==> src/rtl/pipe_sched_if.sv <==
// Operand/result handshake bundle for pipe_sched.
// slave = scheduler side, master = requesters plus shared datapath.
interface pipe_sched_if;
  logic        req0_valid;
  logic        req0_ready;
  logic [23:0] req0_ops;
  logic        req1_valid;
  logic        req1_ready;
  logic [23:0] req1_ops;
  logic [23:0] dp_ops;
  logic [3:0]  dp_out;
  logic        res0_valid;
  logic        res0_ready;
  logic [3:0]  res0_data;
  logic        res1_valid;
  logic        res1_ready;
  logic [3:0]  res1_data;
  logic        busy;

  modport slave (
    input  req0_valid, req0_ops, req1_valid, req1_ops, dp_out, res0_ready, res1_ready,
    output req0_ready, req1_ready, dp_ops, res0_valid, res0_data, res1_valid, res1_data, busy
  );

  modport master (
    output req0_valid, req0_ops, req1_valid, req1_ops, dp_out, res0_ready, res1_ready,
    input  req0_ready, req1_ready, dp_ops, res0_valid, res0_data, res1_valid, res1_data, busy
  );
endinterface

==> src/rtl/pipe_sched.sv <==
// Two-requester credit-based scheduler for a shared fixed-latency datapath with
// per-requester in-order result FIFOs; grants alternate on ties.
module pipe_sched #(
  parameter int LAT    = 3,
  parameter int FDEPTH = 4
) (
  input logic         clk,
  input logic         rst,
  pipe_sched_if.slave bus
);
  localparam int AW = $clog2(FDEPTH);
  localparam int CW = AW + 1;
  localparam logic [CW:0] FULL = (CW + 1)'(FDEPTH);

  logic [1:0]    req_vld, res_rdy, elig, grant, push, pop;
  logic [CW-1:0] inflight_q [2];
  logic [CW-1:0] inflight_d [2];
  logic [CW-1:0] cnt_q [2];
  logic [CW-1:0] cnt_d [2];
  logic [AW-1:0] wptr_q [2];
  logic [AW-1:0] rptr_q [2];
  logic [3:0]    mem_q [2][FDEPTH];
  logic          last_q;
  logic [23:0]   dp_ops_q, dp_ops_d;
  logic [LAT-1:0] tag_vld_q, tag_id_q;

  assign req_vld = {bus.req1_valid, bus.req0_valid};
  assign res_rdy = {bus.res1_ready, bus.res0_ready};

  always_comb begin
    elig     = '0;
    grant    = '0;
    push     = '0;
    pop      = '0;
    dp_ops_d = '0;
    for (int i = 0; i < 2; i++) begin
      // Occupancy counts results still in the pipe so a push always finds room.
      elig[i] = req_vld[i] && (({1'b0, cnt_q[i]} + {1'b0, inflight_q[i]}) < FULL);
      push[i] = tag_vld_q[LAT-1] && (tag_id_q[LAT-1] == 1'(i));
      pop[i]  = (cnt_q[i] != '0) && res_rdy[i];
    end
    if (!rst) begin
      if (&elig) grant = last_q ? 2'b01 : 2'b10;
      else       grant = elig;
    end
    for (int i = 0; i < 2; i++) begin
      inflight_d[i] = inflight_q[i] + CW'(grant[i]) - CW'(push[i]);
      cnt_d[i]      = cnt_q[i] + CW'(push[i]) - CW'(pop[i]);
    end
    if (grant[0])      dp_ops_d = bus.req0_ops;
    else if (grant[1]) dp_ops_d = bus.req1_ops;
  end

  always_ff @(posedge clk) begin
    if (rst) begin
      dp_ops_q  <= '0;
      last_q    <= 1'b1;
      tag_vld_q <= '0;
      tag_id_q  <= '0;
      for (int i = 0; i < 2; i++) begin
        inflight_q[i] <= '0;
        cnt_q[i]      <= '0;
        wptr_q[i]     <= '0;
        rptr_q[i]     <= '0;
      end
    end else begin
      dp_ops_q <= dp_ops_d;
      if (|grant) last_q <= grant[1];
      // Tag line never stalls: it tracks the datapath's fixed latency exactly.
      tag_vld_q[0] <= |grant;
      tag_id_q[0]  <= grant[1];
      for (int k = 1; k < LAT; k++) begin
        tag_vld_q[k] <= tag_vld_q[k-1];
        tag_id_q[k]  <= tag_id_q[k-1];
      end
      for (int i = 0; i < 2; i++) begin
        inflight_q[i] <= inflight_d[i];
        cnt_q[i]      <= cnt_d[i];
        if (push[i]) wptr_q[i] <= wptr_q[i] + AW'(1);
        if (pop[i])  rptr_q[i] <= rptr_q[i] + AW'(1);
      end
    end
  end

  always_ff @(posedge clk) begin
    for (int i = 0; i < 2; i++) begin
      if (push[i] && !rst) mem_q[i][wptr_q[i]] <= bus.dp_out;
    end
  end

  assign bus.req0_ready = grant[0];
  assign bus.req1_ready = grant[1];
  assign bus.dp_ops     = dp_ops_q;
  assign bus.res0_valid = !rst && (cnt_q[0] != '0);
  assign bus.res1_valid = !rst && (cnt_q[1] != '0);
  assign bus.res0_data  = mem_q[0][rptr_q[0]];
  assign bus.res1_data  = mem_q[1][rptr_q[1]];
  assign bus.busy       = !rst && ((inflight_q[0] | inflight_q[1] | cnt_q[0] | cnt_q[1]) != '0);
endmodule

==> src/flat_wrapper.sv <==
// flat-port wrapper written by rule: the top's interface ports become plain ports
module pipe_sched_flat 
#(
  parameter int LAT    = 3,
  parameter int FDEPTH = 4
)
  (clk, rst, bus_req0_valid, bus_req0_ops, bus_req1_valid, bus_req1_ops, bus_dp_out, bus_res0_ready, bus_res1_ready, bus_req0_ready, bus_req1_ready, bus_dp_ops, bus_res0_valid, bus_res0_data, bus_res1_valid, bus_res1_data, bus_busy);
  pipe_sched_if bus_i ();
  input logic clk;
  input logic rst;
  input wire logic [$bits(bus_i.req0_valid)-1:0] bus_req0_valid;
  input wire logic [$bits(bus_i.req0_ops)-1:0] bus_req0_ops;
  input wire logic [$bits(bus_i.req1_valid)-1:0] bus_req1_valid;
  input wire logic [$bits(bus_i.req1_ops)-1:0] bus_req1_ops;
  input wire logic [$bits(bus_i.dp_out)-1:0] bus_dp_out;
  input wire logic [$bits(bus_i.res0_ready)-1:0] bus_res0_ready;
  input wire logic [$bits(bus_i.res1_ready)-1:0] bus_res1_ready;
  output wire logic [$bits(bus_i.req0_ready)-1:0] bus_req0_ready;
  output wire logic [$bits(bus_i.req1_ready)-1:0] bus_req1_ready;
  output wire logic [$bits(bus_i.dp_ops)-1:0] bus_dp_ops;
  output wire logic [$bits(bus_i.res0_valid)-1:0] bus_res0_valid;
  output wire logic [$bits(bus_i.res0_data)-1:0] bus_res0_data;
  output wire logic [$bits(bus_i.res1_valid)-1:0] bus_res1_valid;
  output wire logic [$bits(bus_i.res1_data)-1:0] bus_res1_data;
  output wire logic [$bits(bus_i.busy)-1:0] bus_busy;
  assign bus_i.req0_valid = bus_req0_valid;
  assign bus_i.req0_ops = bus_req0_ops;
  assign bus_i.req1_valid = bus_req1_valid;
  assign bus_i.req1_ops = bus_req1_ops;
  assign bus_i.dp_out = bus_dp_out;
  assign bus_i.res0_ready = bus_res0_ready;
  assign bus_i.res1_ready = bus_res1_ready;
  assign bus_req0_ready = bus_i.req0_ready;
  assign bus_req1_ready = bus_i.req1_ready;
  assign bus_dp_ops = bus_i.dp_ops;
  assign bus_res0_valid = bus_i.res0_valid;
  assign bus_res0_data = bus_i.res0_data;
  assign bus_res1_valid = bus_i.res1_valid;
  assign bus_res1_data = bus_i.res1_data;
  assign bus_busy = bus_i.busy;
  pipe_sched #(.LAT(LAT), .FDEPTH(FDEPTH)) u_core (.clk(clk), .rst(rst), .bus(bus_i));
endmodule
==> config.mk <==
export PLATFORM = sky130hd
export DESIGN_NAME = pipe_sched_flat
export DESIGN_NICKNAME = d
export VERILOG_FILES = /design/src/rtl/pipe_sched_if.sv /design/src/rtl/pipe_sched.sv /design/src/flat_wrapper.sv
export SDC_FILE = /design/constraint.sdc
export NUM_CORES = 1
export LEC_CHECK = 0
export ABC_AREA = 1
export CORE_MARGIN = 5
export CORE_UTILIZATION = 40
export DETAILED_ROUTE_END_ITERATION = 10
export PLACE_DENSITY = 0.68
export SLEW_MARGIN = 20
export SYNTH_ARGS = -nofsm -noshare
export SYNTH_HDL_FRONTEND = slang
export SYNTH_SLANG_ARGS = --single-unit
==> constraint.sdc <==
create_clock -name clk -period 1.95 [get_ports clk]
set_input_delay 0.2925 -clock clk [delete_from_list [all_inputs] [get_ports clk]]
set_output_delay 0.2925 -clock clk [all_outputs]
set_load 0.02 [all_outputs]
==> impl_metrics.env, run 1 <==
export IMPL_run_status="complete, but fails checks"
export IMPL_violations="negative setup slack"
export IMPL_fin_area_sq_mm=0.00548
export IMPL_arrival_ns=2.27
export IMPL_clkSinkCount=83
export IMPL_routed_wl_mm=8.51
export IMPL_holdBufCountCts=0
export IMPL_synth_area_leaders="edfxtp_1 32%, dfxtp_1 23%, ha_1 6.8%, nand3_1 6.5%, inv_1 6.0%"
export IMPL_antenna_found_initial=0
export IMPL_cts_root_buf="clkbuf_8"
export IMPL_r2r_start="u_core.inflight_q[0][5]"
export IMPL_grt_use_total_pct=15.4
export IMPL_io_buffers=94
export IMPL_layout_cells_non_filler=641
export IMPL_fill_cells=788
export IMPL_timing_hold_ws_ns=0.404
export IMPL_fin_crit_ns=2.02
export IMPL_cp_end_kind="register"
export IMPL_hold_viol=0
export IMPL_drc=0
export IMPL_start_kind="register"
export IMPL_synth_largest_area_cell="edfxtp_1"
export IMPL_syn2layout_area_growth_pct=48.1
export IMPL_grt_max_degree=26
export IMPL_synth_top_family_by_area="simple AND/OR/NAND/NOR gates"
export IMPL_drv_cap=0
export IMPL_grt_first_pass_wirelength_mm=14.0
export IMPL_die_width_um=106
export IMPL_gp_congestion=0.777
export IMPL_cts_tree="built"
export IMPL_grt_pass1_vias=3114
export IMPL_dp_hpwl_mm=6.41
export IMPL_clk_pin_slew_ns=0.09
export IMPL_worstPathMaxFanout=2
export IMPL_grt_overflow=0
export IMPL_rows=35
export IMPL_h_tree_depth=3
export IMPL_avgSynthCellArea_sq_um=9.79
export IMPL_setup_viol=1
export IMPL_viasPerCell=4.74
export IMPL_worst_slack_ns=-0.0689
export IMPL_synth_top_area_share_pct=32.5
export IMPL_drtAntennaViolNets=0
export IMPL_rsz0062_at_grt="true"
export IMPL_io_pins=95
export IMPL_die_h_um=106
export IMPL_syn_area_sq_mm=0.00370
export IMPL_synth_xor_area_share_pct=1.42
export IMPL_power_leakage_nw=2.36
export IMPL_worstSetupStartpoint="u_core.inflight_q[0][5]"
export IMPL_clock_latency_ns=0.35
export IMPL_fin_total_pwr_mw=6.69
export IMPL_p_per_area_mw_per_mm2=1220
export IMPL_fp_dieArea_sq_mm=0.0113
export IMPL_synth_mux_area_share_pct=0
export IMPL_synth_nets=460
export IMPL_wl_per_cell_um=13.3
export IMPL_initial_utilization_pct=40.6
export IMPL_clockBufferDepth=2
export IMPL_first_pass_iters=7
export IMPL_ys_ff_latch=83
export IMPL_hold_path_class="reg -> reg"
export IMPL_yosys_area_share_simple_pct=19.4
export IMPL_dp_cells=611
export IMPL_dpl_instance_area_sq_mm=0.00509
export IMPL_drive_gt1_share_pct=24.0
export IMPL_coreArea_sq_mm=0.00911
export IMPL_synthAdderAreaFrac_pct=8.92
export IMPL_worstHoldStart="u_core.tag_vld_q[1]"
export IMPL_fin_crit_sh_pct=104
export IMPL_diodes=0
export IMPL_initialDrtViolationCount=98
export IMPL_dr_total_vias=3040
export IMPL_irDropWorstVdd_uv=680
export IMPL_finalClockSkew_ns=0.00937
export IMPL_synthCells=378
export IMPL_path_class="reg -> reg"
export IMPL_synth_cell_types=23
export IMPL_required_ns=2.20
export IMPL_maxSlewHeadroom_pct=76.4
export IMPL_nets=607
export IMPL_synth_compound_area_share_pct=5.78
export IMPL_cts_buffers=9
export IMPL_drv_slew=0
export IMPL_tightest_slew_ns=0.353
export IMPL_yosysWarnings=0
export IMPL_max_freq_mhz=495
export IMPL_ys_seq_area_share_pct=55.7
==> final cells by class <==
type / instances / area, sq um / area share [%]
Clock buffer: 9 / 124 / 2.26
Inverter: 59 / 229 / 4.18
Tap cell: 111 / 139 / 2.53
Timing Repair Buffer: 149 / 1340 / 24.5
Multi-Input combinational cell: 223 / 1480 / 27.0
Clock inverter: 7 / 92.6 / 1.69
Sequential cell: 83 / 2070 / 37.8
==> power breakdown <==
group | switching (mW) | internal [mW]
sequential | 0.167 | 2.16
clock | 0.619 | 0.718
combinational | 1.62 | 1.40
==> Yosys cell counts <==
cell type  count
o21ai_0       20
nand3_1       48
nand3_2        7
buf_2          7
nor2_1        47
edfxtp_1      40
a31oi_1        1
nor2_4         3
xor2_1         1
a21boi_0       1
inv_1         59
a21oi_1       10
xnor2_1        5
fa_1           4
dfxtp_1       43
nor3_1         1
nand4_1        1
ha_1          20
nor2_2         2
nand2_1       43
nand4_2        1
buf_6          6
o22ai_1        8
==> routing by layer <==
metal	track usage (%)	wire length [um]	vias up
met3	4.86	561	23
met2	26.9	4340	78
met1	17.0	3400	1408
li1	-	-	1531
met4	6.66	206	0
met5	0	0	-
==> final timing paths <==
path / end / cells past startpoint / slack (ns)
setup / recovery: u_core.inflight_q[0][5] / 13 / -0.07
hold / removal: u_core.tag_vld_q[2] / 2 / 0.40
setup reg to reg: u_core.inflight_q[0][5] / 13 / -0.07
hold reg to reg: u_core.tag_vld_q[2] / 2 / 0.40
==> critical path: stages (launching register included) <==
cell     delay (ns)
dfxtp_2        0.34
ha_4           0.24
buf_6          0.11
nor2_4         0.07
nand3_2        0.09
nor2_4         0.11
nand2_2        0.08
inv_4          0.07
ha_4           0.12
inv_2          0.03
fa_2           0.34
xnor2_2        0.14
o21ai_1        0.11
a21oi_1        0.05
==> through the flow <==
stage,util (%),worst slack (ns),setup TNS (ns)
after floorplan,-,-0.145,-0.172
after global placement,55.9,-0.281,-2.53
after global routing,60.2,-0.203,-0.515
after CTS,59.2,-0.114,-0.358
after detailed placement,55.9,-0.333,-3.42
final,60.2,-0.0689,-0.0689
==> sequential cells by signal, indices dropped and copies added, names as in the netlist <==
| signal | count |
|---|---|
| u_core.mem_q | 32 |
| u_core.bus.dp_ops | 24 |
| u_core.cnt_q | 6 |
| u_core.inflight_q | 6 |
| u_core.rptr_q | 4 |
| u_core.wptr_q | 4 |
| u_core.tag_id_q | 3 |
| u_core.tag_vld_q | 3 |
| u_core.last_q | 1 |
==> kinds of logic after synthesis <==
logic type / Yosys count
adder cells (fa/ha/maj): 24
AND/OR/NAND/NOR: 153
XOR/XNOR: 6
flip-flops: 83
AO/OA/AOI/OAI: 40
buffers and inverters: 72
==> what timing repair did <==
action                     CTS  global route
setup endpoints to repair   17            16
hold endpoints to repair     0             0
setup buffers               11             6
pin swaps                   17            15
gates resized for setup     36            24
==> cell usage in the layout (no fill, tap or decap), drive strengths merged, types with 2 or more instances in the layout <==
master,synthesis,final
clkdlybuf4s50,0,81
inv,59,59
buf,13,57
nand3,55,55
nor2,52,52
nand2,43,43
dfxtp,43,43
edfxtp,40,40
o21ai,20,20
ha,20,20
dlygate4sd2,0,11
a21oi,10,10
clkbuf,0,9
o22ai,8,8
xnor2,5,5
fa,4,4
clkinv,0,4
bufinv,0,2
nand4,2,2
Power figures use the tool's default switching activity.
==> inputs of run 2 (changes only) <==
--- a/config.mk
+++ b/config.mk
@@ -10,7 +10,6 @@
 export CORE_UTILIZATION = 40
 export DETAILED_ROUTE_END_ITERATION = 10
 export PLACE_DENSITY = 0.68
-export SLEW_MARGIN = 20
 export SYNTH_ARGS = -nofsm -noshare
 export SYNTH_HDL_FRONTEND = slang
 export SYNTH_SLANG_ARGS = --single-unit
==> results of run 2 <==
Same layout as run 1: the final DEF is identical, and so are final timing and power.
